$ cat src/rtl/mips_core.svh
// Core-wide constants: address width and default thread-scheduling timing.
// Included by every file that sizes an address or a thread counter.
`ifndef MIPS_CORE_SVH
`define MIPS_CORE_SVH

`define ADDR_WIDTH     32
`define THREAD_MIN_RUN 4
`define THREAD_QUANTUM 64

`endif

$ cat src/rtl/mips_core_pkg.sv
// Core-wide types shared by the thread controller and the logic that consumes its status.
package mips_core_pkg;

  typedef enum logic [1:0] {
    RUN  = 2'd0,
    PEND = 2'd1,
    HALT = 2'd2
  } ThreadState;

  localparam int unsigned NUM_THREADS = 2;

  function automatic logic other_thread(input logic id);
    return ~id;
  endfunction

endpackage

$ cat src/rtl/thread_controller_if.sv
// Thread-control status bundle: driven by thread_controller (out), observed by fetch/commit (in).
`include "mips_core.svh"

interface thread_control_ifc;

  logic                   thread_id;
  logic                   thread_switch;
  logic                   current_thread_done;
  logic                   thread_0_done;
  logic                   thread_1_done;
  logic [`ADDR_WIDTH-1:0] thread_resume_pc [2];

  modport out (
    output thread_id,
    output thread_switch,
    output current_thread_done,
    output thread_0_done,
    output thread_1_done,
    output thread_resume_pc
  );

  modport in (
    input thread_id,
    input thread_switch,
    input current_thread_done,
    input thread_0_done,
    input thread_1_done,
    input thread_resume_pc
  );

endinterface

$ cat src/rtl/thread_switch_timer.sv
// Run-window and time-slice counters for thread_controller.
// THREAD_QUANTUM_EN builds the time-slice counter; without it quantum_expired is tied low.
`include "mips_core.svh"

module thread_switch_timer #(
  parameter int unsigned MIN_RUN = `THREAD_MIN_RUN,
  parameter int unsigned QUANTUM = `THREAD_QUANTUM
) (
  input  logic clk,
  input  logic rst_n,
  input  logic reload,
  input  logic enable,
  output logic run_ok,
  output logic quantum_expired
);

  localparam int unsigned     RUN_W    = (MIN_RUN > 0) ? $clog2(MIN_RUN + 1) : 1;
  localparam logic [RUN_W-1:0] RUN_LOAD = RUN_W'(MIN_RUN);

  logic [RUN_W-1:0] run_cnt_reg, run_cnt_next;

  // Counts down only while the thread is running and sticks at zero.
  always_comb begin
    run_cnt_next = run_cnt_reg;
    if (reload) begin
      run_cnt_next = RUN_LOAD;
    end else if (enable && (run_cnt_reg != '0)) begin
      run_cnt_next = run_cnt_reg - RUN_W'(1);
    end
  end

  always_ff @(posedge clk or negedge rst_n) begin
    if (!rst_n) begin
      run_cnt_reg <= RUN_LOAD;
    end else begin
      run_cnt_reg <= run_cnt_next;
    end
  end

  assign run_ok = (run_cnt_reg == '0);

`ifdef THREAD_QUANTUM_EN
  localparam int unsigned     QNT_W    = (QUANTUM > 1) ? $clog2(QUANTUM) : 1;
  localparam logic [QNT_W-1:0] QNT_LAST = QNT_W'(QUANTUM - 1);

  logic [QNT_W-1:0] qnt_cnt_reg, qnt_cnt_next;

  assign quantum_expired = enable && (qnt_cnt_reg == QNT_LAST);

  // Wraps on expiry so a thread that cannot be preempted simply starts a new slice.
  always_comb begin
    qnt_cnt_next = qnt_cnt_reg;
    if (reload) begin
      qnt_cnt_next = '0;
    end else if (enable) begin
      qnt_cnt_next = quantum_expired ? '0 : qnt_cnt_reg + QNT_W'(1);
    end
  end

  always_ff @(posedge clk or negedge rst_n) begin
    if (!rst_n) begin
      qnt_cnt_reg <= '0;
    end else begin
      qnt_cnt_reg <= qnt_cnt_next;
    end
  end
`else
  assign quantum_expired = 1'b0;
`endif

endmodule

$ cat src/rtl/thread_controller.sv
// Two-thread switch controller: selects the active thread, captures its resume PC on a
// switch and tracks completion. Defining THREAD_QUANTUM_EN adds time-slice preemption.
`include "mips_core.svh"

module thread_controller
  import mips_core_pkg::*;
#(
  parameter int unsigned            MIN_RUN    = `THREAD_MIN_RUN,
  parameter int unsigned            QUANTUM    = `THREAD_QUANTUM,
  parameter logic [`ADDR_WIDTH-1:0] RESET_PC_0 = 32'h0000_0000,
  parameter logic [`ADDR_WIDTH-1:0] RESET_PC_1 = 32'h0000_1000
) (
  input  logic                   clk,
  input  logic                   rst_n,
  input  logic [`ADDR_WIDTH-1:0] i_resume_pc,
  input  logic                   i_switch_req,
  input  logic                   i_thread_done,
  input  logic                   i_pipe_stall,
  thread_control_ifc.out         out
);

  ThreadState             state_reg, state_next;
  logic                   thread_id_reg;
  logic                   thread_switch_reg;
  logic [NUM_THREADS-1:0] done_vec;
  logic                   other_done;
  logic                   commit;
  logic                   set_done;
  logic                   run_ok;
  logic                   quantum_expired;

  assign other_done = done_vec[other_thread(thread_id_reg)];

  thread_switch_timer #(
    .MIN_RUN (MIN_RUN),
    .QUANTUM (QUANTUM)
  ) u_timer (
    .clk             (clk),
    .rst_n           (rst_n),
    .reload          (commit),
    .enable          (state_reg == RUN),
    .run_ok          (run_ok),
    .quantum_expired (quantum_expired)
  );

  always_ff @(posedge clk or negedge rst_n) begin
    if (!rst_n) begin
      state_reg <= RUN;
    end else begin
      state_reg <= state_next;
    end
  end

  // Entry into PEND is only allowed while the other thread is still live, so a
  // commit can never hand the pipeline to a finished thread.
  always_comb begin
    state_next = state_reg;
    commit     = 1'b0;
    set_done   = 1'b0;
    case (state_reg)
      RUN: begin
        if (i_thread_done) begin
          set_done   = 1'b1;
          state_next = other_done ? HALT : PEND;
        end else if (!other_done && ((i_switch_req && run_ok) || quantum_expired)) begin
          state_next = PEND;
        end
      end
      PEND: begin
        set_done = i_thread_done;
        if (!i_pipe_stall) begin
          commit     = 1'b1;
          state_next = RUN;
        end
      end
      HALT: begin
        state_next = HALT;
      end
      default: begin
        state_next = RUN;
      end
    endcase
  end

  always_ff @(posedge clk or negedge rst_n) begin
    if (!rst_n) begin
      thread_id_reg     <= 1'b0;
      thread_switch_reg <= 1'b0;
    end else begin
      thread_switch_reg <= commit;
      if (commit) begin
        thread_id_reg <= other_thread(thread_id_reg);
      end
    end
  end

  // Per-thread context: resume PC captured on the commit edge, sticky done flag.
  for (genvar gi = 0; gi < NUM_THREADS; gi++) begin : g_thread
    localparam logic [`ADDR_WIDTH-1:0] RST_PC = (gi == 0) ? RESET_PC_0 : RESET_PC_1;

    logic                   active;
    logic [`ADDR_WIDTH-1:0] pc_reg;
    logic                   done_reg;

    assign active = (thread_id_reg == 1'(gi));

    always_ff @(posedge clk or negedge rst_n) begin
      if (!rst_n) begin
        pc_reg   <= RST_PC;
        done_reg <= 1'b0;
      end else begin
        if (commit && active) begin
          pc_reg <= i_resume_pc;
        end
        if (set_done && active) begin
          done_reg <= 1'b1;
        end
      end
    end

    assign done_vec[gi]             = done_reg;
    assign out.thread_resume_pc[gi] = pc_reg;
  end

  assign out.thread_id           = thread_id_reg;
  assign out.thread_switch       = thread_switch_reg;
  assign out.current_thread_done = done_vec[thread_id_reg];
  assign out.thread_0_done       = done_vec[0];
  assign out.thread_1_done       = done_vec[1];

endmodule

$ cat src/flat_wrapper.sv
// flat-port wrapper written by rule: the top's interface ports become plain ports
module thread_controller_flat import mips_core_pkg::*;
#(
  parameter int unsigned            MIN_RUN    = `THREAD_MIN_RUN,
  parameter int unsigned            QUANTUM    = `THREAD_QUANTUM,
  parameter logic [`ADDR_WIDTH-1:0] RESET_PC_0 = 32'h0000_0000,
  parameter logic [`ADDR_WIDTH-1:0] RESET_PC_1 = 32'h0000_1000
)
  (clk, rst_n, i_resume_pc, i_switch_req, i_thread_done, i_pipe_stall, out_thread_id, out_thread_switch, out_current_thread_done, out_thread_0_done, out_thread_1_done, out_thread_resume_pc);
  thread_control_ifc out_i ();
  input  logic clk;
  input  logic rst_n;
  input  logic [`ADDR_WIDTH-1:0] i_resume_pc;
  input  logic i_switch_req;
  input  logic i_thread_done;
  input  logic i_pipe_stall;
  output wire logic [$bits(out_i.thread_id)-1:0] out_thread_id;
  output wire logic [$bits(out_i.thread_switch)-1:0] out_thread_switch;
  output wire logic [$bits(out_i.current_thread_done)-1:0] out_current_thread_done;
  output wire logic [$bits(out_i.thread_0_done)-1:0] out_thread_0_done;
  output wire logic [$bits(out_i.thread_1_done)-1:0] out_thread_1_done;
  output wire logic [$bits(out_i.thread_resume_pc)-1:0] out_thread_resume_pc;
  assign out_thread_id = out_i.thread_id;
  assign out_thread_switch = out_i.thread_switch;
  assign out_current_thread_done = out_i.current_thread_done;
  assign out_thread_0_done = out_i.thread_0_done;
  assign out_thread_1_done = out_i.thread_1_done;
  assign out_thread_resume_pc = {>>{out_i.thread_resume_pc}};
  thread_controller #(.MIN_RUN(MIN_RUN), .QUANTUM(QUANTUM), .RESET_PC_0(RESET_PC_0), .RESET_PC_1(RESET_PC_1)) u_core (.clk(clk), .rst_n(rst_n), .i_resume_pc(i_resume_pc), .i_switch_req(i_switch_req), .i_thread_done(i_thread_done), .i_pipe_stall(i_pipe_stall), .out(out_i));
endmodule
$ cat config.mk
export PLATFORM = sky130hd
export DESIGN_NAME = thread_controller_flat
export DESIGN_NICKNAME = d
export VERILOG_FILES = /design/src/rtl/mips_core_pkg.sv /design/src/rtl/thread_controller_if.sv /design/src/rtl/thread_switch_timer.sv /design/src/rtl/thread_controller.sv /design/src/flat_wrapper.sv
export VERILOG_INCLUDE_DIRS = /design/src /design/src/rtl
export SDC_FILE = /design/constraint.sdc
export NUM_CORES = 1
export LEC_CHECK = 0
export BUFFER_PORTS_ARGS = -buffer_cell sky130_fd_sc_hd__buf_2
export CORE_MARGIN = 5
export CORE_UTILIZATION = 34
export DETAILED_ROUTE_END_ITERATION = 10
export GPL_TIMING_DRIVEN = 0
export PLACE_DENSITY = 0.65
export SYNTH_ARGS = -nofsm -noshare
export SYNTH_HDL_FRONTEND = slang
export SYNTH_HIERARCHICAL = 1
export SYNTH_SLANG_ARGS = --single-unit
export TNS_END_PERCENT = 1
$ cat constraint.sdc
create_clock -name clk -period 2.3 [get_ports clk]
set_clock_uncertainty 0.2 [all_clocks]
set_input_delay 0.23 -clock clk [delete_from_list [all_inputs] [get_ports clk]]
set_output_delay 0.23 -clock clk [all_outputs]
set_load 0.01 [all_outputs]
After elaboration in Yosys (flattened, before gate mapping). Cells that the tools add are included.

Mux-type cells: 15. Reduce and logical (&&, ||, !) cells: 13. Bitwise logic cells: 1. Equality and inequality tests: 4. Add/sub/neg operators: 1. Order comparisons: 2.

Operators by type and width (number): $mux 2 (4); $logic_and 1x1->1 (7); $mux 1 (7); $mux 3 (2); $pmux 2 s3 (1); $lt 1x2->1 const B (2); $logic_not 3->1 (1); $ne 3x2->1 const B (1); $reduce_bool 3->1 (1); $sub 3x1->3 const B (1); $eq 2x1->1 const B (1); $eq 2x2->1 const B (1); $logic_not 2->1 (1); $ne 2x2->1 const B (1); $pmux 1 s2 (1); $reduce_and 2->1 (1); $reduce_bool 2->1 (1); $logic_not 1->1 (1); $not 1->1 (1).

Register bits: 73. Word-level logic and storage cells: 44. Output and inout port bits: 69. Input bits: 37.

Depth between registers and ports, before layout.
Word-level depth: 8. Gate-level depth with buffers: 6. Mapped depth without buffers: 6.

Modules after synthesis. Netlist, hierarchy kept.

Modules (own cells, without submodules): thread_controller (seq. area each 1752.9 µm², cells each 159, times used 1, area an instance 2965.3 µm²); thread_switch_timer (seq. area each 76.3 µm², cells each 19, times used 1, area an instance 196.4 µm²).

Worst setup path after synthesis. Ideal clock, no wire load.

Kind: register -> register. Start point: register u_core.state_reg[1]. End point: register u_core.g_thread[0].pc_reg[0]. Stages on the path, launching flop included: 6. Setup time: 0.125 ns. Setup slack: 0.496 ns. Clock period less this slack: 1.804 ns. Buffers on the path: 2. Arrival: 1.479 ns. Data required time: 1.975 ns. Cells stage by stage: dfrtp_1 > nor3b_4 > and2_1 > buf_6 > buf_12 > mux2_4.

Word-level cells in the longest chain between the ends: 3.

RTL lines: from (decl) (line thread_controller.sv:22) `ThreadState state_reg, state_next;`; from (signal assigned) (line thread_controller.sv:50) `state_reg <= state_next;`; $eq 2x1->1 (line thread_controller.sv:60) `case (state_reg)`; $mux 1 (line thread_controller.sv:60); via u_core.commit (line thread_controller.sv:27) `logic commit;`; $logic_and 1x1->1 (line thread_controller.sv:112) `if (commit && active) begin`; to (signal assigned) (line thread_controller.sv:113) `pc_reg <= i_resume_pc;`; to (decl) (line thread_controller.sv:102) `` logic [`ADDR_WIDTH-1:0] pc_reg; ``.

The timed path passes the listed nets, and every way through them passes these cells. A chain may end at the register's enable or synchronous reset.

Worst setup path in the final report.
Start point: input i_pipe_stall. End point: register u_core.g_thread[1].pc_reg[14].

Word-level cells in the longest chain between the ends: 3.

RTL lines: from (decl) (line flat_wrapper.sv:16) `input logic i_pipe_stall;`; $mux 1 (line thread_controller.sv:71) `if (!i_pipe_stall) begin`; $mux 1 (line thread_controller.sv:60); via u_core.commit (line thread_controller.sv:27); $logic_and 1x1->1 (line thread_controller.sv:112); to (signal assigned) (line thread_controller.sv:113); to (decl) (line thread_controller.sv:102).

The timed path passes the listed nets, and every way through them passes these cells.

==> metrics.cfg <==
[status]
status = completed

[timing]
tns_ns = 0
hold_viol = 0
min_period_over_period = 0.9026
period_needed_ns = 2.076
fmax_ghz = 0.4817
slew_viol_final = 0
setup_viol = 0
rsz0062_at_grt = no

[logic_synthesis]
seq_area_frac_synth = 0.5786
synth_mux_area_frac = 0.3130
yosys.cell_count.top_type = dfrtp_1
synthAdderAreaFrac = 0.007915
synth_compound_area_frac = 0.01266
synth-edff-count = 0
avgSynthCellArea_um2 = 17.76
synth-xor-area-share = 0.002770
yosys_warnings = 6
yosys.area.top_type = dfrtp_1
synthSimpleGateAreaFrac = 0.03166
ys_top_cells_by_count = dfrtp_1 (71), mux2_4 (60), buf_12 (6), mux2_2 (6)
synthArstFlopShare = 1.000
synth_top_family_by_area = multiplexers
ys_seq_elements = 73
syn_area_um2 = 3162
synth_area_leaders = dfrtp_1 (56%), mux2_4 (28%), buf_12 (3.8%)
ys.flop_type = dfrtp_1
synthesis.instances = 178
synth_cell_types = 26
netlist.area_leader.share = 0.5619
syn-num-nets = 217

[place]
dpl.hpwl_mm = 4.649
portBuffers = 105
place_congestion = 0.7173

[pwr]
clockPowerShare = 0.286
combinationalPowerShare = 0.252
seq_power_share = 0.463
max-vdd-ir-drop_mv = 0.3566
power.density_nw_per_um2 = 815.4
p_sw_frac = 0.2687
switchingPower_uw = 966.9
p_leak_nw = 2.257
internal_power_mw = 2.631

[setup_path]
cp.arrival_ns = 2.08
critPathMaxStageDelay_ns = 0.53
path_buf_inv = 4
critPathTopFamily = buffers and inverters
worstSetupEndpointType = register
crit_slowest_cell = dlygate4sd3_1
worstPathCellList = dlygate4sd3_1 > buf_2 > nor3b_4 > and2_1 > buf_6 > buf_12 > mux2_4
critical_path.startpoint_type = input port
crit_fanout = 10
cp.required_ns = 2.31
crit_type = in -> reg

[clock_tree]
cts_buffers = 9
clock_path_buffers = 2
post_cts_buffers = 0
htree_levels = 3
insertion_delay_ns = 0.34
cts_tree = done
cts_root_buf = clkbuf_8
ctsResizeCount = 0
clkSinkCount = 73
cts.clk_slew.worst_paths_ns = 0.08

[die]
fp.dieW_um = 106.4
rows = 35
ioPinCount = 106
fp.dieArea_um2 = 11330
core_um2 = 9153
start_util = 0.3455
die_h_um = 106.4

[finish]
largest_reg_flops = 64
nNetsFinal = 369
diodes = 0
area_growth_pct = 39.57
layout-drive-gt1-share = 0.6030
fin_util = 0.4822

[global_route]
grt.overflow.total = 0
grt_pass1_wl_mm = 11.24
grtUsageTotal = 0.1257
antenna_found_initial = 0
grt_start_max_net_pins = 46
first_global_vias = 2246

[worst_hold_path]
min_path_type = in -> async

[routing]
vias_per_cell = 4.471
drt_iter0_drc = 45
ant_nets = 0
drc_errors = 0
wirelength_mm = 6.868
vias = 1994
firstDrtPassIters = 3
wl_per_cell_um = 15.40

[run]
drv_cap = 0

## routing by layer
metal / part of all wire / wire length, µm / global-route usage
met3: 0.053 / 362 / 0.03886
met5: 0 / 0 / 0
met4: 0.014 / 99 / 0.03836
met2: 0.49 / 3358 / 0.2167
met1: 0.44 / 3047 / 0.1503
## placed cells by master, fill, tap and decap left out
master	count
nor2_1	4
buf_16	1
buf_12	6
ha_1	2
clkinv_4	1
bufinv_16	1
o31ai_1	1
dlygate4sd3_1	35
or3_2	1
or4b_1	1
buf_6	2
clkbuf_8	11
mux2_4	60
mux2_1	1
a211oi_1	1
nor3b_4	1
clkinvlp_4	1
nor2b_1	1
mux2i_1	1
inv_1	4
buf_4	2
xnor2_1	1
clkbuf_1	1
and2_1	2
a21oi_1	2
dfstp_2	2
mux2_2	6
clkinv_2	1
conb_1	1
and2b_4	2
nand2_1	1
o21bai_1	2
nand2b_1	1
buf_2	104
dfrtp_1	71
## area by class of cell
type	instances	area, µm²
buffer	9	150.1
clock buffer	12	155.1
clock inverter	4	51.30
fill	815	4740
inverter	4	15.01
multi-input combinational	92	1167
sequential	73	1829
tap	111	138.9
timing repair buffer	141	905.9
## metrics by stage
| step | area, µm² | setup slack [ns] | hold WS, ns | cells | total power, mW |
|---|---|---|---|---|---|
| global route | 4413 | 0.1588 | 0.2121 | 446 | 3.820 |
| detailed placement | 3856 | 0.2999 | -0.01076 | 395 | 2.559 |
| floorplan | 3162 | 0.4963 | -0.2656 | 178 | 2.185 |
| finish | 4413 | 0.2241 | 0.1797 | 446 | 3.598 |
| global placement | 3826 | 0.3329 | 0.2746 | 394 | 2.521 |
| CTS | 4413 | 0.2320 | 0.1623 | 446 | 3.670 |
## worst paths after layout
path | end | from | slack, ns | depth (start not counted)
min in group clk | u_core/state_reg[0]$_DFFE_PN0P_ | i_switch_req | 0.20 | 4
hold reg to reg | u_core/state_reg[1]$_DFFE_PN0P_ | u_core/state_reg[0]$_DFFE_PN0P_ | 0.30 | 1
setup reg to reg | u_core/g_thread[1].pc_reg[14]$_DFFE_PN0P_ | u_core/state_reg[1]$_DFFE_PN0P_ | 0.30 | 5
hold / removal | u_core/g_thread[0].pc_reg[13]$_DFFE_PN0P_ | rst_n | 0.18 | 2
max in group asynchronous | u_core/u_timer/run_cnt_reg[2]$_DFFE_PN1P_ | rst_n | 1.10 | 3
setup / recovery | u_core/g_thread[1].pc_reg[14]$_DFFE_PN0P_ | i_pipe_stall | 0.22 | 7
## power groups by stage
| stage | registers (mW) | clock network, mW | logic (mW) |
|---|---|---|---|
| floorplan | 1.78 | 0 | 0.406 |
| global placement | 1.68 | 0 | 0.839 |
| detailed placement | 1.69 | 0 | 0.871 |
| CTS | 1.67 | 1.08 | 0.920 |
| global route | 1.70 | 1.13 | 0.987 |
| finish | 1.67 | 1.03 | 0.905 |
## repair_timing
item,4_1_cts,5_1_grt
setup endpoints to repair,0,0
hold endpoints to repair,141,0
hold buffers,35,0
## worst register-to-register path, stage by stage, from the launching register on
cell	delay, ns
dfrtp_1	0.45
nor3b_4	0.39
and2_1	0.20
buf_6	0.15
buf_12	0.16
mux2_4	0.32
## kinds of logic (layout without fill, tap and decap cells)
| logic type | Yosys count | count (layout) |
|---|---|---|
| DFF | 73 | 73 |
| muxes | 68 | 68 |
| and+or+nand+nor | 14 | 14 |
| buffers and inverters | 13 | 170 |
| AOI/OAI and AO/OA | 6 | 6 |
| adders and majority gates | 2 | 2 |
| other | 1 | 1 |
| xor gates and xnor gates | 1 | 1 |
Note: power is estimated with default switching activity, not from simulation.
